**src/rtl/tron_ctrl_pkg.sv**
```systemverilog
// Shared encodings for the Tron 16-bit control unit: states, opcodes,
// bus sources and the decoded control bundle.
package tron_ctrl_pkg;

  localparam int WIDTH   = 16;
  localparam int REGBITS = 4;

  typedef enum logic [2:0] {
    S_FETCH  = 3'd0,
    S_DECODE = 3'd1,
    S_EXEC   = 3'd2,
    S_MEM    = 3'd3,
    S_HALT   = 3'd4
  } state_t;

  localparam logic [3:0] OP_RTYPE = 4'b0000;
  localparam logic [3:0] OP_MEMX  = 4'b0100;
  localparam logic [3:0] OP_SHIFT = 4'b1000;
  localparam logic [3:0] OP_BCOND = 4'b1100;
  localparam logic [3:0] OP_HALT  = 4'b1111;

  localparam logic [3:0] EXT_LOAD  = 4'b0000;
  localparam logic [3:0] EXT_STORE = 4'b0100;
  localparam logic [3:0] EXT_JAL   = 4'b1000;
  localparam logic [3:0] EXT_JCOND = 4'b1100;

  typedef enum logic [2:0] {
    BUS_ALU   = 3'b000,
    BUS_SHIFT = 3'b001,
    BUS_MEM   = 3'b010,
    BUS_IMM   = 3'b011,
    BUS_PC    = 3'b100
  } bus_t;

  localparam logic [3:0] FLAG_UC = 4'b1110;

  typedef enum logic [3:0] {
    CL_NOP, CL_RTYPE, CL_ALUI, CL_SHIFT, CL_BCOND,
    CL_LOAD, CL_STORE, CL_JCOND, CL_JAL, CL_HALT
  } iclass_t;

  typedef struct packed {
    logic [3:0]       aluOp;
    logic [1:0]       shiftOp;
    bus_t             busOp;
    logic [3:0]       flagOp;
    logic             immMUX;
    logic [WIDTH-1:0] immediate;
    iclass_t          iclass;
  } ctrl_t;

  function automatic logic [WIDTH-1:0] sext8(input logic [7:0] v);
    return {{(WIDTH-8){v[7]}}, v};
  endfunction

endpackage

```
**src/rtl/instr_decoder.sv**
```systemverilog
// Pure decode of the latched instruction word into the datapath control
// bundle; strobes are not generated here, only the instruction class.
module instr_decoder
  import tron_ctrl_pkg::*;
(
  input  logic [WIDTH-1:0] ir,
  output ctrl_t            ctrl
);

  logic [3:0] op, ext;
  assign op  = ir[15:12];
  assign ext = ir[7:4];

  always_comb begin
    ctrl           = '0;
    ctrl.busOp     = BUS_ALU;
    ctrl.iclass    = CL_NOP;
    if (op == OP_RTYPE) begin
      ctrl.iclass = CL_RTYPE;
      ctrl.aluOp  = ext;
    end else if (!op[3] && op[1:0] != 2'b00) begin
      // 0001-0011 and 0101-0111: immediate forms share the low three opcode bits
      ctrl.iclass    = CL_ALUI;
      ctrl.aluOp     = {1'b0, op[2:0]};
      ctrl.immMUX    = 1'b1;
      ctrl.immediate = sext8(ir[7:0]);
    end else if (op == OP_SHIFT) begin
      ctrl.iclass  = CL_SHIFT;
      ctrl.shiftOp = ir[5:4];
      ctrl.busOp   = BUS_SHIFT;
      if (ir[6]) begin
        ctrl.immMUX    = 1'b1;
        ctrl.immediate = {{(WIDTH-4){1'b0}}, ir[3:0]};
      end
    end else if (op == OP_BCOND) begin
      ctrl.iclass    = CL_BCOND;
      ctrl.flagOp    = ir[11:8];
      ctrl.immediate = sext8(ir[7:0]);
    end else if (op == OP_MEMX) begin
      case (ext)
        EXT_LOAD: begin
          ctrl.iclass = CL_LOAD;
          ctrl.busOp  = BUS_MEM;
        end
        EXT_STORE: ctrl.iclass = CL_STORE;
        EXT_JCOND: begin
          ctrl.iclass = CL_JCOND;
          ctrl.flagOp = ir[11:8];
        end
        EXT_JAL: begin
          ctrl.iclass = CL_JAL;
          ctrl.busOp  = BUS_PC;
          ctrl.flagOp = FLAG_UC;
        end
        default: ctrl.iclass = CL_NOP;
      endcase
    end else if (op == OP_HALT) begin
      ctrl.iclass = CL_HALT;
    end
  end

endmodule

```
**src/rtl/control_fsm.sv**
```systemverilog
// Multi-cycle Tron control unit: fetch/decode/exec/mem sequencing with the
// instruction register and all datapath strobe gating.
module control_fsm
  import tron_ctrl_pkg::*;
#(
  parameter int WIDTH   = tron_ctrl_pkg::WIDTH,
  parameter int REGBITS = tron_ctrl_pkg::REGBITS
) (
  input  logic               clk,
  input  logic               reset,
  input  logic [WIDTH-1:0]   instr,
  input  logic               mem_ready,
  output logic               mem_req,
  output logic               addr_sel,
  output logic               memWrite,
  output logic [7:0]         instructionOp,
  output logic [WIDTH-1:0]   immediate,
  output logic [REGBITS-1:0] regAddA,
  output logic [REGBITS-1:0] regAddB,
  output logic [3:0]         ALUOp,
  output logic [1:0]         shiftOp,
  output logic [2:0]         busOp,
  output logic [3:0]         flagOp,
  output logic               immMUX,
  output logic               regWrite,
  output logic               flagWrite,
  output logic               pcAdd,
  output logic               pcJump,
  output logic               pcBranch,
  output logic [2:0]         state_dbg
);

  state_t           state, stateNext;
  logic [WIDTH-1:0] ir;
  ctrl_t            ctrl;

  instr_decoder uDec (.ir(ir), .ctrl(ctrl));

  always_ff @(posedge clk) begin
    if (reset) begin
      state <= S_FETCH;
      ir    <= '0;
    end else begin
      state <= stateNext;
      if (state == S_FETCH && mem_ready) ir <= instr;
    end
  end

  always_comb begin
    stateNext     = state;
    mem_req       = 1'b0;
    addr_sel      = 1'b0;
    memWrite      = 1'b0;
    regWrite      = 1'b0;
    flagWrite     = 1'b0;
    pcAdd         = 1'b0;
    pcJump        = 1'b0;
    pcBranch      = 1'b0;
    instructionOp = {ir[15:12], ir[7:4]};
    regAddA       = ir[3:0];
    regAddB       = ir[11:8];
    ALUOp         = ctrl.aluOp;
    shiftOp       = ctrl.shiftOp;
    busOp         = ctrl.busOp;
    flagOp        = ctrl.flagOp;
    immMUX        = ctrl.immMUX;
    immediate     = ctrl.immediate;
    state_dbg     = state;
    case (state)
      S_FETCH: begin
        mem_req = 1'b1;
        if (mem_ready) stateNext = S_DECODE;
      end
      S_DECODE: stateNext = S_EXEC;
      S_EXEC: begin
        stateNext = S_FETCH;
        case (ctrl.iclass)
          CL_RTYPE, CL_ALUI: begin
            regWrite  = 1'b1;
            flagWrite = 1'b1;
            pcAdd     = 1'b1;
          end
          CL_SHIFT: begin
            regWrite = 1'b1;
            pcAdd    = 1'b1;
          end
          CL_BCOND: pcBranch = 1'b1;
          CL_JCOND: pcJump = 1'b1;
          CL_JAL: begin
            regWrite = 1'b1;
            pcJump   = 1'b1;
          end
          CL_LOAD, CL_STORE: stateNext = S_MEM;
          CL_HALT: stateNext = S_HALT;
          default: pcAdd = 1'b1;
        endcase
      end
      S_MEM: begin
        // Store data stays on the bus for the whole access; the PC only
        // moves once memory accepts it
        mem_req  = 1'b1;
        addr_sel = 1'b1;
        memWrite = (ctrl.iclass == CL_STORE);
        if (mem_ready) begin
          regWrite  = (ctrl.iclass == CL_LOAD);
          pcAdd     = 1'b1;
          stateNext = S_FETCH;
        end
      end
      S_HALT: stateNext = S_HALT;
      default: stateNext = S_FETCH;
    endcase
    if (reset) begin
      mem_req       = 1'b0;
      addr_sel      = 1'b0;
      memWrite      = 1'b0;
      regWrite      = 1'b0;
      flagWrite     = 1'b0;
      pcAdd         = 1'b0;
      pcJump        = 1'b0;
      pcBranch      = 1'b0;
      instructionOp = '0;
      regAddA       = '0;
      regAddB       = '0;
      ALUOp         = '0;
      shiftOp       = '0;
      busOp         = '0;
      flagOp        = '0;
      immMUX        = 1'b0;
      immediate     = '0;
      state_dbg     = '0;
    end
  end

endmodule

```
**config.mk**
```make
export PLATFORM = sky130hd
export DESIGN_NAME = control_fsm
export DESIGN_NICKNAME = d
export VERILOG_FILES = /design/src/rtl/tron_ctrl_pkg.sv /design/src/rtl/instr_decoder.sv /design/src/rtl/control_fsm.sv
export SDC_FILE = /design/constraint.sdc
export NUM_CORES = 1
export LEC_CHECK = 0
export ABC_AREA = 1
export BUFFER_PORTS_ARGS = -buffer_cell sky130_fd_sc_hd__buf_2
export CAP_MARGIN = 30
export CORE_ASPECT_RATIO = 0.8
export CORE_UTILIZATION = 44
export DETAILED_ROUTE_END_ITERATION = 6
export GPL_TIMING_DRIVEN = 0
export HOLD_SLACK_MARGIN = 0.05
export PLACE_DENSITY_LB_ADDON = 0.15
export SETUP_SLACK_MARGIN = 0.1
export SYNTH_ARGS = -nofsm -noshare
export SYNTH_HDL_FRONTEND = slang
export SYNTH_SLANG_ARGS = --single-unit
```
**constraint.sdc**
```tcl
create_clock -name clk -period 2.01 [get_ports clk]
set_input_delay 0.201 -clock clk [delete_from_list [all_inputs] [get_ports clk]]
set_output_delay 0.201 -clock clk [all_outputs]
set_load 0.05 [all_outputs]
```
==> run metrics <==
failing checks=negative setup slack; fin crit period=approximately 2 ns; P_sw=0.000713 W; CP Capture Type=primary output; CTS tree=yes; gpl congestion=0.928; fin crit share=1.01; Worst-path clk slew=0.08 ns; CTS sink cnt=19; status=finished with violations; Post-synth EDFFs=0; f_max=0.494 GHz; Final nets=332; GRT Util Overall=0.276; total gr overflow=0; maxcap violations=0; Worst Tran Pin Value=0.794 ns; CP startpoint kind=flop; internal power=0.000765 W; CTS Buffer Depth=2; Combinational Power Share=0.502; Yosys reg bits=19; Clock Tree Root=clkbuf_8; dpl ws=about 0.11 ns; CP max FO=7; Port Buffers=74; vias in the first global route=approximately 1600; Avg Cell Area, Syn=5.91 um2; pwr/cell area=701 nW/um2; required time of the worst setup path=1.81 ns; sequential fraction of the synthesis area=0.284; hpwl dp=3170 um; cell area after layout=~2100 um2; clk_skew=0.00736 ns; synth top area cells=dfxtp_1 28%, nor2_1 16%, a211oi_1 11%, nand2_1 11%, inv_1 8.7%; CP arrival=1.83 ns; Clock Power Share=0.184; fin util=0.745; Final ANT Viol Nets=0; Pwr Total=0.00148 W; Die ar.=approximately 3300 um2; unique cell type count in the Yosys netlist=20; endpoints failing hold=0; Std-Cell Core Area=around 2800 um2; share of the synthesized area in the top cell type=0.284; Sw Share=0.482; initial antenna violation count=0; Final Non-Filler Cells=350; area of placed instances=1840 um2; Hold Crit Class=input port to flop; Synth Warn #=0; share of layout cells above drive strength 1=0.455; most common cell in the synthesized netlist=nor2_1; final wirelength=~4500 um; Flop pwr share=0.314; Cells after Synth=227; n_diodes=0; main flop type after synthesis=dfxtp_1; H-Tree Depth=1; cell row count=17; via/cell ratio=5.25; Slew headroom=0.471; I/O pins=76; Remaining DRCs=0; leading area contributor after synthesis=dfxtp_1; largest net degree at the start of global routing=12; Die Y=51.4 um; Mapped Nets=246; Lkg Pwr=1.08 nW; Post-synth top cells=57 x nor2_1, 38 x nand2_1, 31 x inv_1; DR pass1 iterations=4; post-route setup slack=-0.0161 ns; fraction of registers with async set/reset=0; Die Wd=63.7 um; Initial Util=0.474; first-pass GRT wire length=7090 um; CTS Buf Count=3; drt first-iter violations=approximately 160; count of final setup violators=1; placed insts=339; critical path class=flop to primary output; Layout area overhead=57.1%; vias after detailed routing=around 1800; clk_lat worst skew=0.26 ns; mapped cell area=1340 um2; VDD IR max=about 640 uV; Final Max Slew Viols=0; post-DR wirelength/cell=13.0 um; unrepaired setup endpoints after global routing=true
==> final timing paths <==
check                 from       end  slack [ns]  cells past startpoint
setup / recovery    ir[14]  regWrite       -0.02                     10
hold / removal    instr[6]     ir[6]        0.20                      3
setup reg to reg    ir[15]  state[0]        0.46                     13
hold reg to reg      ir[2]     ir[2]        0.48                      2
==> power by group through the flow <==
stage / registers, W / logic, W / clock network [W]
5_1_grt: 0.000471 / 0.000792 / 0.000299
3_5_place_dp: 0.000460 / 0.000644 / 0
4_1_cts: 0.000458 / 0.000673 / 0.000272
2_1_floorplan: 0.000453 / 0.000510 / 0
6_report: 0.000465 / 0.000741 / 0.000272
3_3_place_gp: 0.000459 / 0.000640 / 0
==> layout by cell type (no fill, tap or decap), drive strengths merged <==
| cell type | n |
|---|---|
| clkbuf | 12 |
| nor4 | 2 |
| or2 | 1 |
| nand4 | 3 |
| dfxtp | 19 |
| inv | 33 |
| o21ai | 5 |
| nor3 | 12 |
| nand2 | 40 |
| nand3 | 5 |
| o31ai | 1 |
| nor2 | 60 |
| clkinv | 1 |
| a211oi | 19 |
| buf | 89 |
| a21oi | 10 |
==> critical path: stages (launching register included) <==
cell and delay [ns]:
dfxtp_4 0.40, inv_2 0.07, nand2_1 0.10, nor2_2 0.07, nor2_2 0.11, nand2_2 0.07, inv_1 0.08, nand3_2 0.09
or2_1 0.25, a21oi_2 0.15, buf_6 0.17
==> stage by stage <==
stage / setup TNS (ns) / hold WS (ns)
after floorplan: -0.266 / 0.367
after global placement: 0 / 0.456
after detailed placement: 0 / 0.463
after CTS: 0 / 0.212
after global routing: -0.170 / 0.201
final: -0.0161 / 0.202
==> cell type report <==
class,count,area (um2)
Inverter,33,126
Buffer,18,101
Clock inverter,1,5.00
Timing Repair Buffer,80,484
Tap cell,38,47.5
Multi-Input combinational cell,158,905
Clock buffer,3,41.3
Sequential cell,19,397
Fill cell,246,722
==> registers in the layout, indices dropped and copies added, names as in the netlist <==
| register | flops |
|---|---|
| state | 3 |
| ir | 16 |
==> metal layers <==
metal	track usage	vias up	part of all wire
met4	0.0758	0	0.0073
li1	-	894	-
met5	0	-	0
met3	0.0670	4	0.090
met2	0.457	86	0.48
met1	0.356	853	0.42
==> cell families after synthesis <==
family,after synthesis,synth area share
simple gates,122,0.381
buf+inv,51,0.168
compound gates,35,0.168
flops,19,0.284
==> timing repair <==
action	CTS	global route
setup buffers	0	6
gates cloned	1	0
hold buffers	0	0
endpoints found under the setup margin	22	26
resized for setup	32	39
pin swaps	2	10
Note: power is estimated with default switching activity, not from simulation.
